[config.mk]
export PLATFORM = sky130hd
export DESIGN_NAME = spectrum_bar_shaper
export DESIGN_NICKNAME = d
export VERILOG_FILES = /design/src/rtl/spectrum_bar_shaper.sv
export SDC_FILE = /design/constraint.sdc
export NUM_CORES = 2
export LEC_CHECK = 0
export ABC_AREA = 1
export CORE_MARGIN = 2
export CORE_UTILIZATION = 55
export CTS_BUF_LIST = sky130_fd_sc_hd__clkbuf_4 sky130_fd_sc_hd__clkbuf_8
export DETAILED_ROUTE_END_ITERATION = 8
export PLACE_DENSITY_LB_ADDON = 0.3
export SETUP_SLACK_MARGIN = 0.3
export SYNTH_ARGS = -nofsm -noshare
export SYNTH_HDL_FRONTEND = slang
export SYNTH_SLANG_ARGS = --single-unit
export TNS_END_PERCENT = 100
[constraint.sdc]
create_clock -name clk -period 7.2 [get_ports clk]
set_clock_uncertainty 0.1 [all_clocks]
set_input_delay 0.72 -clock clk [delete_from_list [all_inputs] [get_ports clk]]
set_output_delay 0.72 -clock clk [all_outputs]
set_load 0.05 [all_outputs]
[src/rtl/spectrum_bar_shaper.sv]
`default_nettype none
// ============================================================================
// Module      : spectrum_bar_shaper
// Description : Turns each 16-bin FFT magnitude frame into display bar heights
//               with instant attack / linear release, plus peak-hold markers.
//               Bins are snapshotted on `done`, processed one per cycle, and
//               the finished frame is published atomically.
// Ports       : clk         - system clock (rising edge)
//               reset       - asynchronous, active-low reset
//               done        - one-cycle frame strobe; bins_in valid with it
//               bins_in     - 16 x 24-bit magnitudes, bin k at [24k+23:24k]
//               bars_out    - 16 x 6-bit bar heights, bar k at [6k+5:6k]
//               peaks_out   - 16 x 6-bit peak heights, same packing
//               frame_valid - one-cycle pulse when outputs were refreshed
//               busy        - high while a frame is in progress
//               overrun     - sticky, set when done arrives while busy
// Revision    : 1.0 - initial release
// ============================================================================
module spectrum_bar_shaper #(
  parameter int SHIFT       = 10,
  parameter int HOLD_FRAMES = 8,
  parameter int DECAY       = 1
) (
  input  logic         clk,
  input  logic         reset,
  input  logic         done,
  input  logic [383:0] bins_in,
  output logic [95:0]  bars_out,
  output logic [95:0]  peaks_out,
  output logic         frame_valid,
  output logic         busy,
  output logic         overrun
);

  localparam logic [5:0] c_decay = 6'(DECAY);
  localparam logic [7:0] c_hold  = 8'(HOLD_FRAMES);

  typedef enum logic [1:0] {
    IDLE    = 2'd0,
    SCAN    = 2'd1,
    PUBLISH = 2'd2
  } state_t;

  state_t        state_q, state_d;
  logic [3:0]    idx_q, idx_d;
  logic [383:0]  snap_q, snap_d;
  logic [5:0]    bar_q [16];
  logic [5:0]    bar_d [16];
  logic [5:0]    pk_q  [16];
  logic [5:0]    pk_d  [16];
  logic [7:0]    hold_q[16];
  logic [7:0]    hold_d[16];
  logic [95:0]   bars_out_q, bars_out_d;
  logic [95:0]   peaks_out_q, peaks_out_d;
  logic          frame_valid_q, frame_valid_d;
  logic          overrun_q, overrun_d;

  // Per-bin datapath for the bin currently addressed by idx_q
  logic [23:0]   bin_arr[16];
  logic [23:0]   bin_w, shifted;
  logic [5:0]    lvl, bar_cur, pk_cur, bar_dec, pk_dec, bar_new, pk_tmp, pk_new;
  logic [7:0]    hold_cur, hold_new;

  always_comb begin
    for (int k = 0; k < 16; k++) begin
      bin_arr[k] = snap_q[24*k +: 24];
    end
    bin_w   = bin_arr[idx_q];
    shifted = bin_w >> SHIFT;
    // Saturate on the full-width value so large magnitudes never wrap.
    lvl     = (shifted > 24'd63) ? 6'd63 : shifted[5:0];

    bar_cur  = bar_q[idx_q];
    pk_cur   = pk_q[idx_q];
    hold_cur = hold_q[idx_q];

    bar_dec = (bar_cur > c_decay) ? (bar_cur - c_decay) : 6'd0;
    if (lvl >= bar_cur) begin
      bar_new = lvl;
    end else begin
      bar_new = (lvl > bar_dec) ? lvl : bar_dec;
    end

    pk_dec   = (pk_cur > c_decay) ? (pk_cur - c_decay) : 6'd0;
    hold_new = hold_cur;
    if (lvl >= pk_cur) begin
      pk_tmp   = lvl;
      hold_new = c_hold;
    end else if (hold_cur != 8'd0) begin
      pk_tmp   = pk_cur;
      hold_new = hold_cur - 8'd1;
    end else begin
      pk_tmp = (lvl > pk_dec) ? lvl : pk_dec;
    end
    // Keep the marker at or above the bar it belongs to.
    pk_new = (pk_tmp >= bar_new) ? pk_tmp : bar_new;
  end

  // Next-state logic
  always_comb begin
    state_d       = state_q;
    idx_d         = idx_q;
    snap_d        = snap_q;
    bar_d         = bar_q;
    pk_d          = pk_q;
    hold_d        = hold_q;
    bars_out_d    = bars_out_q;
    peaks_out_d   = peaks_out_q;
    frame_valid_d = 1'b0;
    overrun_d     = overrun_q;

    case (state_q)
      IDLE: begin
        if (done) begin
          state_d = SCAN;
          snap_d  = bins_in;
          idx_d   = 4'd0;
        end
      end
      SCAN: begin
        if (done) overrun_d = 1'b1;
        bar_d[idx_q]  = bar_new;
        pk_d[idx_q]   = pk_new;
        hold_d[idx_q] = hold_new;
        idx_d         = idx_q + 4'd1;
        if (idx_q == 4'd15) state_d = PUBLISH;
      end
      PUBLISH: begin
        if (done) overrun_d = 1'b1;
        for (int k = 0; k < 16; k++) begin
          bars_out_d[6*k +: 6]  = bar_q[k];
          peaks_out_d[6*k +: 6] = pk_q[k];
        end
        frame_valid_d = 1'b1;
        state_d       = IDLE;
      end
      default: state_d = IDLE;
    endcase
  end

  always_ff @(posedge clk or negedge reset) begin
    if (!reset) begin
      state_q       <= IDLE;
      idx_q         <= 4'd0;
      snap_q        <= '0;
      bars_out_q    <= '0;
      peaks_out_q   <= '0;
      frame_valid_q <= 1'b0;
      overrun_q     <= 1'b0;
      for (int k = 0; k < 16; k++) begin
        bar_q[k]  <= 6'd0;
        pk_q[k]   <= 6'd0;
        hold_q[k] <= 8'd0;
      end
    end else begin
      state_q       <= state_d;
      idx_q         <= idx_d;
      snap_q        <= snap_d;
      bars_out_q    <= bars_out_d;
      peaks_out_q   <= peaks_out_d;
      frame_valid_q <= frame_valid_d;
      overrun_q     <= overrun_d;
      for (int k = 0; k < 16; k++) begin
        bar_q[k]  <= bar_d[k];
        pk_q[k]   <= pk_d[k];
        hold_q[k] <= hold_d[k];
      end
    end
  end

  assign bars_out    = bars_out_q;
  assign peaks_out   = peaks_out_q;
  assign frame_valid = frame_valid_q;
  assign overrun     = overrun_q;
  assign busy        = (state_q != IDLE);

endmodule
`default_nettype wire
==> results.cfg <==
[setup_path]
count_of_buffering_cells_on_the_critical_path_with_inverters_included = 8
critical_path.startpoint = idx_q[0]
path_class = reg -> reg
path_delay_family = simple AND/OR/NAND/NOR gates
setup.worst_path.start_class = flop
timing.rr.end = pk_q[44]
required_ns = 7.71
critical_path.max_stage_delay_ns = 0.65
reg2reg_depth = 30
rr_startpoint = idx_q[0]
worstSetupPathDepth = 30
timing.critical_path.arrival_ns = 6.95
cp_max_fo = 37
reg2reg_slack_ns = 0.76
critical-path-top-cell-by-count = nand2_1
timing.critical_path.to = pk_q[44]
crit_path_end_kind = flop
critical-path-slowest-cell = dfrtp_4

[global_route]
grt_max_degree = 224
grt.overflow.total = 0
first_pass_grt_wire_length_mm = 153
global_route_total_usage_across_every_layer_pct = 30.8
antenna_found_initial = 9
grt_pass1_vias = 28000

[floorplan]
floorplan.io_pins = 582
initial_core_utilization_pct = 55.9
floorplan.die.width_microns = 252
die_area_sq_mm = 0.0636
fp.dieH_microns = 252
design.core.area_sq_mm = 0.0606
row_count = 90

[run]
drv.max_cap_violation_count = 0

[power]
vdd_ir_drop_max_mv = 1.19
p_per_area_mw_per_mm2 = 572
leakage_nw = 20.2

[synthesis]
ys_types = 43
syn-cell-area_sq_mm = 0.0339
yosys-top-cells-area = dfrtp_1 (55%), nand2_1 (17%), o21ai_0 (5.4%), nor2_1 (4.1%), mux2_2 (2.6%)
syn-num-nets = 4507
yosysSeqAreaShare_pct = 55.0
synth.cells.most_frequent = nand2_1 (1,507), dfrtp_1 (744), nor2_1 (370)
flip_flop_and_latch_count_after_synthesis = 744
ys_async_sr_fraction_pct = 100
ys_dominant_reg_cell = dfrtp_1
yosysMostFrequentCell = nand2_1
post-synth-top-area-fraction_pct = 55.0
syn-mean-instance-area_sq_um = 8.30
synth_cells = 4077
synth_top_area_cell = dfrtp_1
synth_edf_count = 0
yosysWarningCount = 0

[routing]
drtAntennaViolNets = 0
drt-vias-per-instance = 5.48
number_of_design_rule_violations_left_by_the_first_detailed_router_iteration = 2745
via_count = 29000
first_pass_iters = 6
wire_per_inst_microns = 18.4
detail_route.drc_violations = 0
routed_wl_mm = 97.7

[clocking]
tritoncts.num_buffers = 118
clockRootBuffer = clkbuf_8
cts.path.max_buffers = 3
path_clk_slew_ns = 0.07
clock_latency_reported_for_the_late_side_of_the_worst_skew_pair_ns = 0.76
clkSinkCount = 744
tritoncts_clock_tree = built
cts_hold_repair.buffers = 0
htree_levels = 3

[run_status]
violated_checks = negative hold slack
run_status = finished, violations left

[finish]
drive_gt1_share_pct = 8.95
filler_cell_count = 4988
finish.net_count = 4857
area_delta_synth_final_pct = 20.7

[timing]
max-slew-margin-rel_pct = 20.4
finalSetupViolations = 0
fmax_mhz = 155
report.final.slew_viol_count = 0
rsz0062_at_grt = false
post-route-worst-setup-slack_ns = 0.762
fin_tns_setup_ns = 0
timing.final.crit_period_ns = 6.44
hold-worst-slack_ns = -0.0205
finalHoldViolations = 14
worst_pin_slew_ns = 1.19
finalCritPeriodShare_pct = 89.4

[placed_design]
place.gp.congestion = 0.923
detailedPlacementHpwl_mm = 65.7
post-place-ws_ns = 0.716
port-buffer-count = 421

[hold_path]
hold_path.class = in -> async
per-layer routing:
layer  up-vias  global-route usage [%]  share of wire [%]
met3       232                    5.86                8.4
met5         -                       0              0.070
li1      13700                       -                  -
met1     13900                    41.3                 41
met2      1214                    49.0                 47
met4        10                    14.1                4.2
cells by family (layout without fill, tap and decap cells):
logic type | after synthesis | in the layout | share of synthesized area (%)
AOI/OAI and AO/OA | 660 | 660 | 10.3
xor gates and xnor gates | 7 | 7 | 0.181
adders and majority gates | 43 | 43 | 1.59
buffers and inverters | 470 | 905 | 6.23
DFF | 744 | 744 | 55.0
muxes | 79 | 79 | 2.63
other | 0 | 2 | 0
and+or+nand+nor | 2074 | 2074 | 24.0
layout by cell type (no fill, tap or decap), types with 4 or more instances in the layout:
| cell | synthesis | routed |
|---|---|---|
| ha_1 | 43 | 42 |
| nand2_2 | 16 | 16 |
| inv_1 | 216 | 216 |
| nand3_1 | 119 | 119 |
| buf_12 | 0 | 11 |
| inv_6 | 0 | 6 |
| a21oi_1 | 151 | 151 |
| xor2_1 | 5 | 5 |
| nand2_1 | 1507 | 1505 |
| o22ai_1 | 34 | 34 |
| clkinv_2 | 0 | 15 |
| clkdlybuf4s50_1 | 0 | 420 |
| clkbuf_4 | 0 | 39 |
| clkbuf_8 | 0 | 146 |
| and2_1 | 5 | 5 |
| nand4_1 | 13 | 13 |
| nor2_2 | 13 | 16 |
| a31oi_1 | 9 | 9 |
| o21ai_0 | 363 | 363 |
| buf_4 | 21 | 45 |
| o21ai_2 | 10 | 10 |
| dfrtp_1 | 744 | 742 |
| nor3_1 | 22 | 22 |
| nor2_4 | 4 | 4 |
| mux2_2 | 79 | 79 |
| a22o_1 | 4 | 4 |
| o211ai_1 | 19 | 19 |
| o21ai_1 | 58 | 58 |
| nor2_1 | 370 | 367 |
how the worst min path moves through the flow:
stage            start  slack [ns]  cells after the start            end
3_3_place_gp   overrun        0.34                      1        overrun
2_1_floorplan    reset        0.32                      0       bar_q[0]
4_1_cts          reset       0.008                      1  peaks_out[19]
5_1_grt          reset        0.05                      1  peaks_out[26]
3_5_place_dp   overrun        0.34                      1        overrun
6_report         reset       -0.02                      1  peaks_out[35]
final cells by class:
| cell class | count | area (sq um) | area share [%] |
|---|---|---|---|
| clock inverter | 20 | 151 | 0.371 |
| inverter | 222 | 845 | 2.07 |
| multi-input combinational | 2863 | 13200 | 32.2 |
| tap | 782 | 978 | 2.39 |
| timing repair buffer | 478 | 4790 | 11.7 |
| clock buffer | 185 | 2300 | 5.63 |
| sequential | 744 | 18600 | 45.6 |
| antenna | 2 | 5.00 | 0.0122 |
flip-flops by register name, indices dropped and copies added (netlist names):
register	cells
bar_q	96
bars_out	96
frame_valid	1
hold_q	128
idx_q	4
overrun	1
peaks_out	96
pk_q	96
snap_q	224
state_q	2
power by group:
| group | internal (mW) | switching [mW] | total [mW] |
|---|---|---|---|
| sequential | 5.75 | 0.929 | 6.68 |
| clock | 2.06 | 1.67 | 3.73 |
| combinational | 3.74 | 9.21 | 12.9 |
per-stage QoR:
| step | util [%] | total power, mW | area (sq um) | std cells |
|---|---|---|---|---|
| floorplan | - | 15.6 | 33900 | 4077 |
| global placement | 63.3 | 19.1 | 38400 | 5088 |
| detailed placement | 63.3 | 19.4 | 38400 | 5088 |
| CTS | 67.4 | 23.2 | 40800 | 5293 |
| global route | 67.4 | 24.9 | 40900 | 5295 |
| finish | 67.4 | 23.4 | 40900 | 5296 |
repair_timing:
item	4_1_cts	5_1_grt
setup endpoints to repair	0	80
endpoints found under the hold margin	0	0
buffers inserted	0	1
gates resized for setup	0	3
Note: power is estimated with default switching activity, not from simulation.
